===== src/rtl/mux_nway_reg.sv =====
// Purpose : selects one of NUM_IN valid/ready source channels (fixed index or
//           round-robin) into a single registered output stage.
// Latency : one cycle from accepted input to out_valid; one word per cycle.
// Backpr. : out_valid && !out_ready holds the output register and drops every in_ready.
//
// Ports:
//   clk, rst_n          clock (rising edge) / asynchronous active-low reset
//   mode, sel           0 = fixed select using sel, 1 = round-robin
//   in_data/in_valid    packed channel data (channel i at [i*WIDTH +: WIDTH]) and valids
//   in_ready            per-channel ready, one-hot or zero
//   out_data/out_src    registered word and index of the channel it came from
//   out_valid/out_ready output handshake
module mux_nway_reg #(
   parameter int WIDTH  = 16,
   parameter int NUM_IN = 3,
   parameter int SEL_W  = 2
) (
   input  logic                    clk,
   input  logic                    rst_n,
   input  logic                    mode,
   input  logic [SEL_W-1:0]        sel,
   input  logic [NUM_IN*WIDTH-1:0] in_data,
   input  logic [NUM_IN-1:0]       in_valid,
   output logic [NUM_IN-1:0]       in_ready,
   output logic [WIDTH-1:0]        out_data,
   output logic [SEL_W-1:0]        out_src,
   output logic                    out_valid,
   input  logic                    out_ready
);

   logic [SEL_W-1:0]  rr_ptr;
   logic [SEL_W-1:0]  grant_idx;
   logic              grant_vld;
   logic              load_en;
   logic [NUM_IN-1:0] rot_vld;
   logic [SEL_W:0]    rr_sum;
   logic [WIDTH-1:0]  grant_dat;

   // The register can take a new word when empty or when its word leaves this cycle.
   assign load_en = !out_valid || out_ready;

   // Valids rotated so that bit k corresponds to channel (rr_ptr + k) mod NUM_IN.
   assign rot_vld = NUM_IN'({in_valid, in_valid} >> rr_ptr);

   always_comb begin
      grant_idx = '0;
      grant_vld = 1'b0;
      rr_sum    = '0;
      if (!mode) begin
         // Out-of-range select falls back to the last input, as the old mux did.
         if ({1'b0, sel} >= (SEL_W+1)'(NUM_IN))
            grant_idx = SEL_W'(NUM_IN-1);
         else
            grant_idx = sel;
         for (int i = 0; i < NUM_IN; i++) begin
            if (grant_idx == SEL_W'(i))
               grant_vld = in_valid[i];
         end
      end else begin
         // Walk from the farthest offset down so the nearest valid channel wins.
         for (int k = NUM_IN-1; k >= 0; k--) begin
            if (rot_vld[k]) begin
               rr_sum = {1'b0, rr_ptr} + (SEL_W+1)'(k);
               if (rr_sum >= (SEL_W+1)'(NUM_IN))
                  rr_sum = rr_sum - (SEL_W+1)'(NUM_IN);
               grant_idx = rr_sum[SEL_W-1:0];
               grant_vld = 1'b1;
            end
         end
      end
   end

   always_comb begin
      grant_dat = '0;
      in_ready  = '0;
      for (int i = 0; i < NUM_IN; i++) begin
         if (grant_idx == SEL_W'(i)) begin
            grant_dat   = in_data[i*WIDTH +: WIDTH];
            in_ready[i] = rst_n && load_en && grant_vld;
         end
      end
   end

   always_ff @(posedge clk or negedge rst_n) begin
      if (!rst_n) begin
         out_valid <= 1'b0;
         out_data  <= '0;
         out_src   <= '0;
         rr_ptr    <= '0;
      end else if (load_en) begin
         if (grant_vld) begin
            out_valid <= 1'b1;
            out_data  <= grant_dat;
            out_src   <= grant_idx;
            if (mode)
               rr_ptr <= (grant_idx == SEL_W'(NUM_IN-1)) ? '0 : grant_idx + 1'b1;
         end else begin
            // Drain: data and source keep their last values.
            out_valid <= 1'b0;
         end
      end
   end

endmodule


===== config.mk =====
export PLATFORM = sky130hd
export DESIGN_NAME = mux_nway_reg
export DESIGN_NICKNAME = d
export VERILOG_FILES = /design/src/rtl/mux_nway_reg.sv
export SDC_FILE = /design/constraint.sdc
export NUM_CORES = 1
export LEC_CHECK = 0
export BUFFER_PORTS_ARGS = -buffer_cell sky130_fd_sc_hd__buf_2
export CAP_MARGIN = 20
export CORE_MARGIN = 2
export CORE_UTILIZATION = 45
export CTS_BUF_LIST = sky130_fd_sc_hd__clkbuf_4
export CTS_CLUSTER_SIZE = 40
export DETAILED_ROUTE_END_ITERATION = 7
export GPL_TIMING_DRIVEN = 0
export PLACE_DENSITY = 0.88
export SKIP_LAST_GASP = 1
export SYNTH_ARGS = -nofsm -noshare
export SYNTH_HDL_FRONTEND = slang
export SYNTH_SLANG_ARGS = --single-unit

===== constraint.sdc =====
create_clock -name clk -period 4.5 [get_ports clk]
set_clock_uncertainty 0.15 [all_clocks]
set_input_delay 0.225 -clock clk [delete_from_list [all_inputs] [get_ports clk]]
set_output_delay 0.225 -clock clk [all_outputs]
set_load 0.01 [all_outputs]

==> results of run 1 <==
## state kept, by name, summed over array words and instances (netlist names)
name and cells:
rr_ptr 2, out_valid 1, out_src 2, out_data 16
## cell usage after synthesis (all sizes together) (2+ instances only)
cell	count
a221oi	2
or3b	2
nand2b	2
a21oi	2
nand2	23
o211ai	2
clkbuf	2
mux2i	19
dfrtp	21
o21ai	4
inv	19
o221ai	16
o311ai	2
nor3	2
mux2	4
nor2	5
nand3	3
ha	3
a311oi	2
buf	8
nor2b	2
## power by group
part / internal (mW) / switching [mW]
Clock: 0.0405 / 0.0555
Combinational: 0.298 / 0.346
Sequential: 0.272 / 0.0467
Total: 0.610 / 0.448
## placed cells by master (no fill, tap or decap), types with 2 or more instances in the layout
cell type   n
nor2b_1     2
mux2_2      4
a221oi_1    2
nand3_1     3
o21ai_0     4
a311oi_1    2
buf_2      80
clkbuf_4    4
dfrtp_1    21
mux2i_1    19
inv_1      18
nand2b_1    2
o221ai_1    6
buf_6       2
nand2_1    23
nor2_1      5
nor3_1      2
ha_1        3
o221ai_2   10
a21oi_1     2
o211ai_1    2
## worst min-delay path: cells and delay by family
kind	cells	cell delay, ps
buf+inv	1	70
simple gates	2	180
## area by class of cell
class / count / share of cell area
multi-input combinational: 103 / 0.418
sequential: 21 / 0.265
buffer: 10 / 0.0391
tap: 44 / 0.0278
timing repair buffer: 78 / 0.199
inverter: 19 / 0.0360
clock buffer: 4 / 0.0151
## per-layer routing
metal | part of all wire | GRT usage | up-vias | wire (um)
met5 | 0 | 0 | - | 0
met4 | 0.0070 | 0.0395 | 0 | 26
met3 | 0.060 | 0.0248 | 4 | 224
met2 | 0.53 | 0.371 | 58 | 1950
met1 | 0.41 | 0.244 | 687 | 1500
li1 | - | - | 715 | -
## how the worst min path moves through the flow
stage	to	slack [ps]
5_1_grt	out_data[11]	70
2_1_floorplan	out_data[0]	-220
3_5_place_dp	out_data[12]	70
6_report	out_valid	50
4_1_cts	out_data[9]	60
3_3_place_gp	out_data[12]	70
## through the flow
stage               instances  power (mW)
CTS                       279        1.06
floorplan                 153       0.774
finish                    279        1.06
global route              279        1.14
detailed placement        274       0.965
global placement          274       0.947
## what timing repair did
action	CTS	global route
endpoints found under the hold margin	21	0
hold buffers	1	0
endpoints found under the setup margin	0	0
## logic make-up after synthesis
| family | count (synthesis) |
|---|---|
| AO/OA/AOI/OAI | 34 |
| adder cells (fa/ha/maj) | 3 |
| buffers and inverters | 29 |
| flip-flops | 21 |
| multiplexers | 23 |
| AND/OR/NAND/NOR | 43 |
==> impl_metrics.env, run 1 <==
export IMPL_status="finished clean"
export IMPL_cts_tree="built"
export IMPL_critical_path_depth=10
export IMPL_netlist_area_um2=1500
export IMPL_worstSetupEndpoint="in_ready[0]"
export IMPL_synthMuxAreaShare=0.157
export IMPL_ff2ff_setup_slack_ps=1530
export IMPL_grtUsageTotal=0.199
export IMPL_async_reset_ff_frac=1.00
export IMPL_clockBufferDepth=2
export IMPL_detail_route_antenna_nets=0
export IMPL_path_cells="buf_4, inv_1, ha_1, nand2_1, a221oi_1, a311oi_1, a21oi_1, buf_1, nor2_1, buf_2"
export IMPL_synth_warnings=0
export IMPL_slew_headroom=0.620
export IMPL_ff2ff_path_depth=10
export IMPL_ir_drop_v=0.000252
export IMPL_dr_pass1_iters=4
export IMPL_grt_first_pass_wirelength_um=5660
export IMPL_dp_slack_ps=1530
export IMPL_die_w_um=61.8
export IMPL_crit_fanout=10
export IMPL_synth_xor_area_share=0
export IMPL_cts_setup_buffers=0
export IMPL_syn_area_per_cell_um2=9.82
export IMPL_leakage_nw=1.02
export IMPL_std_cell_rows=20
export IMPL_startpoint="rr_ptr[0]"
export IMPL_drtIter0Drc=39
export IMPL_finalCoreUtilization=0.639
export IMPL_overflow=0
export IMPL_routed_via_count=1464
export IMPL_path_delay_family="buffers and inverters"
export IMPL_fin_hold_ws_ps=52.9
export IMPL_crit_arrival_ps=2850
export IMPL_insertion_delay_ps=300
export IMPL_htree_levels=1
export IMPL_avgViaCountPerCell=5.25
export IMPL_synth_simple_area_share=0.133
export IMPL_layout_worst_path_cycle_share=0.716
export IMPL_pin_count=79
export IMPL_ys_ff_latch=21
export IMPL_synth_cells=153
export IMPL_route_detailed_drc=0
export IMPL_power_density_nw_per_um2=533
export IMPL_fmax_mhz=310
export IMPL_r2r_start="rr_ptr[0]"
export IMPL_synth_top_cell_area_share=0.350
export IMPL_clock_sinks=21
export IMPL_crit_type="flip-flop to output pin"
export IMPL_syn_nets=213
export IMPL_ys_seq_area_frac=0.350
export IMPL_layout_drive_gt1_share=0.460
export IMPL_seq_area_um2=526
export IMPL_path_buf_inv=4
export IMPL_coreArea_um2=3100
export IMPL_rsz0062_at_grt="false"
export IMPL_startpoint_type="flip-flop"
export IMPL_hp_start="out_ready"
export IMPL_root_buffer="clkbuf_4"
export IMPL_wl_um=3710
export IMPL_grt_pass1_vias=1317
export IMPL_cts_buffers=3
export IMPL_synth_compound_area_frac=0.236
export IMPL_place_area_um2=1940
export IMPL_yosys_area_top_type="dfrtp_1"
export IMPL_hold_path_depth=3
export IMPL_min_path_type="input pin to flip-flop"
export IMPL_dieHeight_um=61.8
export IMPL_hold_viol_final=0
export IMPL_fin_ws_ps=1280
export IMPL_clkSlewWorstSetupHoldPaths_ps=120
export IMPL_max_slew_worst_pin_slew_ps=571
export IMPL_critPathRequiredTime_ps=4120
export IMPL_ys_types=38
export IMPL_cp_end_kind="output pin"
export IMPL_min_period_ps=3220
export IMPL_synth_top_family_by_area="compound AO/OA/AOI/OAI gates"
export IMPL_n_antenna_cell=0
export IMPL_area_growth_pct=32.0
export IMPL_synth_edff_count=0
export IMPL_dp_hpwl_um=2920
export IMPL_antenna_found_initial=0
export IMPL_start_util=0.484
export IMPL_wire_per_inst_um=13.3
export IMPL_place_congestion=0.896
export IMPL_grt_max_degree=25
export IMPL_synth_top_flop_cell="dfrtp_1"
export IMPL_nets=296
export IMPL_io_buffers=77
export IMPL_slowest_delay_ps=490
export IMPL_reg2reg_to="out_data[11]"
export IMPL_finalInstanceArea_um2=1980
export IMPL_synth_fa_ha_area_frac=0.0250
export IMPL_setup_violations=0
export IMPL_synthTopCellsByArea="dfrtp_1 (35%), mux2i_1 (13%), o221ai_2 (10%)"
export IMPL_timing_setup_tns_ps=0
export IMPL_drv_slew=0
export IMPL_final_fill_count=292
export IMPL_drv_cap=0
export IMPL_cts_resized_gates=0
export IMPL_slowest_stage="buf_1"
export IMPL_die_area_um2=3820
export IMPL_multi_input_area_um2=828
No activity file was read; power rests on OpenSTA's default activity.
==> run 2: changes to the inputs <==
- ABC_AREA: not set -> 1
- PLACE_DENSITY: 0.88 -> 0.86
- clock period: 4.5 -> 3.1 ns (I/O delays scaled with it)
==> run 2 against run 1 <==
  * The run now ends with hold timing left
  * Design area up 12%
  * Sequential cell count unchanged
  * Combinational power up 79%
  * Worst hold slack worse by 55 ps
  * Critical path depth up 3
  * Wire length up 26%
  * Synthesized cell count up 69%
  * Global-route usage up 3.7 points
  * Largest power group unchanged
==> impl_metrics.env, run 2 <==
export IMPL_setup_violations=0
export IMPL_yosys_area_top_type="dfrtp_1"
export IMPL_drtIter0Drc=158
export IMPL_grtUsageTotal=0.235
export IMPL_regMostFlops="out_data"
export IMPL_synthTopCellsByArea="dfrtp_1 (32%), nand2_1 (23%), nand3_1 (11%)"
export IMPL_nets=413
export IMPL_detail_route_antenna_nets=0
export IMPL_synth_most_common_cell="nand2_1"
export IMPL_synth_top_flop_cell="dfrtp_1"
export IMPL_ys_ff_latch=21
export IMPL_dieHeight_um=64.2
export IMPL_ys_types=24
export IMPL_crit_arrival_ps=2710
export IMPL_synth_cells=258
export IMPL_layout_common_cells="nand2_1 (100), buf_2 (82), nand3_1 (37), inv_1 (35), dfrtp_1 (21)"
export IMPL_violations="hold timing"
export IMPL_overflow=0
export IMPL_routed_via_count=1945
export IMPL_rsz0062_at_grt="false"
export IMPL_hold_viol_final=2
export IMPL_slew_headroom=0.659
export IMPL_crit_type="flip-flop to flip-flop"
export IMPL_min_period_ps=2630
export IMPL_htree_levels=1
export IMPL_die_w_um=64.2
export IMPL_cp_end_kind="flip-flop"
export IMPL_dp_hpwl_um=3410
export IMPL_fin_hold_ws_ps=-1.88
export IMPL_avgViaCountPerCell=4.89
export IMPL_synth_warnings=0
export IMPL_layout_worst_path_cycle_share=0.848
export IMPL_startpoint_type="flip-flop"
export IMPL_pin_count=79
export IMPL_area_growth_pct=36.7
export IMPL_crit_fanout=10
export IMPL_route_detailed_drc=0
export IMPL_ys_seq_area_frac=0.322
export IMPL_synth_top_cell_area_share=0.322
export IMPL_insertion_delay_ps=320
export IMPL_critPathRequiredTime_ps=3180
export IMPL_io_buffers=78
export IMPL_fmax_mhz=380
export IMPL_root_buffer="clkbuf_4"
export IMPL_die_area_um2=4120
export IMPL_layout_drive_gt1_share=0.293
export IMPL_clkSlewWorstSetupHoldPaths_ps=120
export IMPL_syn_nets=318
export IMPL_max_slew_worst_pin_slew_ps=511
export IMPL_drv_slew=0
export IMPL_clockBufferDepth=2
export IMPL_grt_max_degree=23
export IMPL_finalCoreUtilization=0.652
export IMPL_netlist_area_um2=1630
export IMPL_syn_area_per_cell_um2=6.32
export IMPL_ir_drop_v=0.000364
export IMPL_dr_pass1_iters=5
export IMPL_n_antenna_cell=0
export IMPL_reg_top3="out_data: 16 flops, out_src: 2 flops, rr_ptr: 2 flops"
export IMPL_final_common_cell="nand2_1"
export IMPL_wire_per_inst_um=11.7
export IMPL_grt_first_pass_wirelength_um=7730
export IMPL_largest_register_ffs=16
export IMPL_min_path_type="input pin to flip-flop"
export IMPL_drv_cap=0
export IMPL_wl_um=4660
export IMPL_start_util=0.477
export IMPL_fin_ws_ps=471
export IMPL_cts_buffers=3
export IMPL_async_reset_ff_frac=1.00
export IMPL_synthTopCellsByCount="nand2_1 (100), nand3_1 (37), inv_1 (35)"
export IMPL_cts_tree="built"
export IMPL_std_cell_rows=21
export IMPL_clock_sinks=21
export IMPL_synth_edff_count=0
export IMPL_power_density_nw_per_um2=800
export IMPL_place_congestion=0.752
export IMPL_coreArea_um2=3420
export IMPL_leakage_nw=1.37
export IMPL_status="finished, violations left"
export IMPL_antenna_found_initial=0
export IMPL_total_power_mw=1.78
export IMPL_dp_slack_ps=1010
export IMPL_timing_setup_tns_ps=0
export IMPL_grt_pass1_vias=1827
[run 2: kinds of logic after synthesis]
kind of cell,share of synthesized area
buf+inv,0.141
flops,0.322
compound gates,0.0668
simple gates,0.447
fa+ha+maj,0.0230
[run 2: timing repair]
item                       4_1_cts  5_1_grt
setup endpoints to repair        0        0
setup buffers                    0        0
gates resized for setup          0        0
hold buffers                    12        0
hold endpoints to repair        29        0
[run 2: report_power, final]
part	internal [mW]	leakage (nW)	switching, mW
sequential	0.398	0.255	0.0840
combinational	0.451	1.10	0.698
clock	0.0592	0.0184	0.0924
total	0.909	1.37	0.875
[run 2: layer usage]
| metal | GRT usage | routed length, um | vias up |
|---|---|---|---|
| met5 | 0 | 0 | - |
| met4 | 0.0771 | 43 | 0 |
| met3 | 0.0387 | 315 | 6 |
| met2 | 0.413 | 2270 | 76 |
| met1 | 0.293 | 2040 | 869 |
| li1 | - | - | 994 |
[run 2: layout make-up]
type                    instances  area (um^2)
clock buffers                   4         30.0
multi-input cells             185          875
plain buffers                  11         76.3
repair buffers                 90          510
flip-flops and latches         21          526
fillers                       324         1190
well taps                      46         57.6
inverters                      41          154
[run 2: through the flow]
| step | hold WS (ps) | std cells | area [um^2] |
|---|---|---|---|
| 2_1_floorplan | -291 | 258 | 1630 |
| 3_3_place_gp | 3.33 | 382 | 2080 |
| 3_5_place_dp | 2.79 | 382 | 2080 |
| 4_1_cts | 4.56 | 398 | 2230 |
| 5_1_grt | 0.578 | 398 | 2230 |
| 6_report | -1.88 | 398 | 2230 |
[run 2: path summary, 6_finish.rpt]
check | start | to | slack [ps] | cells after the start
worst max-delay path | rr_ptr[0] | out_data[9] | 470 | 13
worst max register to register | rr_ptr[0] | out_data[9] | 470 | 13
worst min register to register | out_data[10] | out_data[10] | 340 | 2
max in group asynchronous | rst_n | rr_ptr[0] | 2290 | 2
worst min-delay path | in_data[14] | out_data[14] | -2 | 5
min in group asynchronous | rst_n | out_data[7] | 170 | 2
[run 2: worst max-delay path, cell delays in order (launching register included)]
cell and delay [ps]:
dfrtp_1 460, inv_2 100, ha_1 310, nand3_1 90
nand2_1 50, clkinv_1 40, nand2_1 60, a21oi_2 150
buf_4 200, buf_6 160, nand3b_1 80, nand3_1 80
dlygate4sd3_1 550, nand2_1 50
==> run 3: changes to the inputs <==
- ABC_AREA: 1 -> 0
- CORE_UTILIZATION: 45 -> 42
- clock period: 3.1 -> 2.33 ns (I/O delays scaled with it)
==> run 3 against run 2 <==
  * The flow finishes with violations (setup timing)
  * Power grew 68%
  * Register-to-register slack got worse by 860 ps
  * Non-clock buffer count increased by 57
  * Final cell count down 12%
  * Sequential cell count unchanged
  * Critical endpoint is now in_ready[1]
==> impl_metrics.env, run 3 (synthesis results as in run 1) <==
export IMPL_status="finished, violations left"
export IMPL_violations="setup timing"
export IMPL_power_density_nw_per_um2=1040
export IMPL_dp_slack_ps=-461
export IMPL_place_area_um2=1980
export IMPL_p_comb_frac=0.713
export IMPL_startpoint="rr_ptr[0]"
export IMPL_hold_path_depth=3
export IMPL_clockBufferDepth=2
export IMPL_insertion_delay_ps=360
export IMPL_layout_drive_gt1_share=0.511
export IMPL_n_antenna_cell=0
export IMPL_antenna_found_initial=0
export IMPL_clock_sinks=21
export IMPL_nets=366
export IMPL_dp_cells=276
export IMPL_r2r_start="rr_ptr[0]"
export IMPL_layout_worst_path_cycle_share=1.18
export IMPL_wl_um=7370
export IMPL_power_share_clock=0.070
export IMPL_pin_count=79
export IMPL_min_period_ps=2740
export IMPL_multi_input_area_um2=976
export IMPL_rsz0062_at_grt="true"
export IMPL_grt_max_degree=25
export IMPL_start_util=0.443
export IMPL_cp_end_kind="output pin"
export IMPL_total_power_mw=3.00
export IMPL_cts_buffers=3
export IMPL_detail_route_antenna_nets=0
export IMPL_route_detailed_drc=0
export IMPL_place_congestion=0.795
export IMPL_crit_type="flip-flop to output pin"
export IMPL_dieHeight_um=63.8
export IMPL_finalCoreUtilization=0.853
export IMPL_cts_tree="built"
export IMPL_clkSlewWorstSetupHoldPaths_ps=160
export IMPL_routed_via_count=1993
export IMPL_drv_cap=0
export IMPL_wire_per_inst_um=21.0
export IMPL_slew_headroom=0.629
export IMPL_largest_register_ffs=16
export IMPL_fmax_mhz=364
export IMPL_power_internal_mw=1.70
export IMPL_reg_top3="out_data: 16 flops, out_src: 2 flops, rr_ptr: 2 flops"
export IMPL_crit_fanout=4
export IMPL_finalInstanceArea_um2=2890
export IMPL_startpoint_type="flip-flop"
export IMPL_std_cell_rows=21
export IMPL_layout_common_cells="buf_2 (76), dlygate4sd3_1 (51), dfrtp_1 (21), nand2_1 (20), mux2i_1 (17)"
export IMPL_htree_levels=1
export IMPL_crit_arrival_ps=2480
export IMPL_io_buffers=77
export IMPL_max_slew_worst_pin_slew_ps=557
export IMPL_die_w_um=63.8
export IMPL_pwr_share_seq=0.217
export IMPL_min_path_type="input pin to flip-flop"
export IMPL_dp_hpwl_um=2980
export IMPL_hold_viol_final=0
export IMPL_setup_violations=22
export IMPL_final_common_cell="buf_2"
export IMPL_swShare=0.434
export IMPL_critPathRequiredTime_ps=2060
export IMPL_timing_setup_tns_ps=-6740
export IMPL_coreArea_um2=3390
export IMPL_ir_drop_v=0.000612
export IMPL_grt_pass1_vias=2186
export IMPL_fin_cells=351
export IMPL_dr_pass1_iters=5
export IMPL_leakage_nw=1.38
export IMPL_seq_area_um2=526
export IMPL_drv_slew=0
export IMPL_root_buffer="clkbuf_4"
export IMPL_switchingPower_mw=1.30
export IMPL_final_fill_count=147
export IMPL_regMostFlops="out_data"
export IMPL_fin_hold_ws_ps=75.2
export IMPL_fin_ws_ps=-414
export IMPL_avgViaCountPerCell=5.68
export IMPL_grtUsageTotal=0.348
export IMPL_area_growth_pct=92.3
export IMPL_overflow=0
export IMPL_ff2ff_path_depth=12
export IMPL_die_area_um2=4070
export IMPL_grt_first_pass_wirelength_um=10700
export IMPL_drtIter0Drc=172
export IMPL_hp_start="mode"
==> run 3: path summary, 6_finish.rpt <==
kind | slack, ps | to
worst max-delay path | -410 | in_ready[1]
worst min-delay path | 80 | rr_ptr[1]
worst max register to register | -390 | out_data[10]
worst min register to register | 360 | out_src[1]
max in group asynchronous | 1510 | out_valid
min in group asynchronous | 120 | out_data[2]
==> run 3: final cells by class <==
type                       instances  area share
multi-input combinational        103       0.338
sequential                        21       0.182
clock inverter                     1     0.00173
clock buffer                       3     0.00779
inverter                          19      0.0277
timing repair buffer             149       0.387
buffer                             9      0.0364
tap                               46      0.0199
==> run 3: what timing repair did <==
action                                  CTS  global route
buffers inserted                         12             8
endpoints found under the setup margin   22            22
hold buffers                             51             0
pin swaps                                11             1
gates cloned                              1             0
resized for setup                        23            24
endpoints found under the hold margin    38             0
==> run 3: worst max-delay path: stages, from the launching register on <==
cell and delay (ps):
dfrtp_1 410, buf_6 120, clkinvlp_4 110, ha_4 320
nand2_2 60, a221oi_2 320, a311oi_2 100, a21oi_2 230
and2_4 190, and3_4 180, buf_6 100
==> run 3: metal layers <==
layer,up-vias,routed length [um],track usage
li1,860,-,-
met1,942,2440,0.337
met2,143,3930,0.635
met3,48,478,0.0722
met4,0,530,0.272
met5,-,0,0
==> run 3: power groups by stage <==
stage          logic (mW)  registers (mW)  clock network [mW]
2_1_floorplan       0.863           0.691                   0
3_3_place_gp         1.27           0.626                   0
3_5_place_dp         1.30           0.620                   0
4_1_cts              1.70           0.612               0.184
5_1_grt              2.24           0.659               0.234
6_report             2.14           0.651               0.211
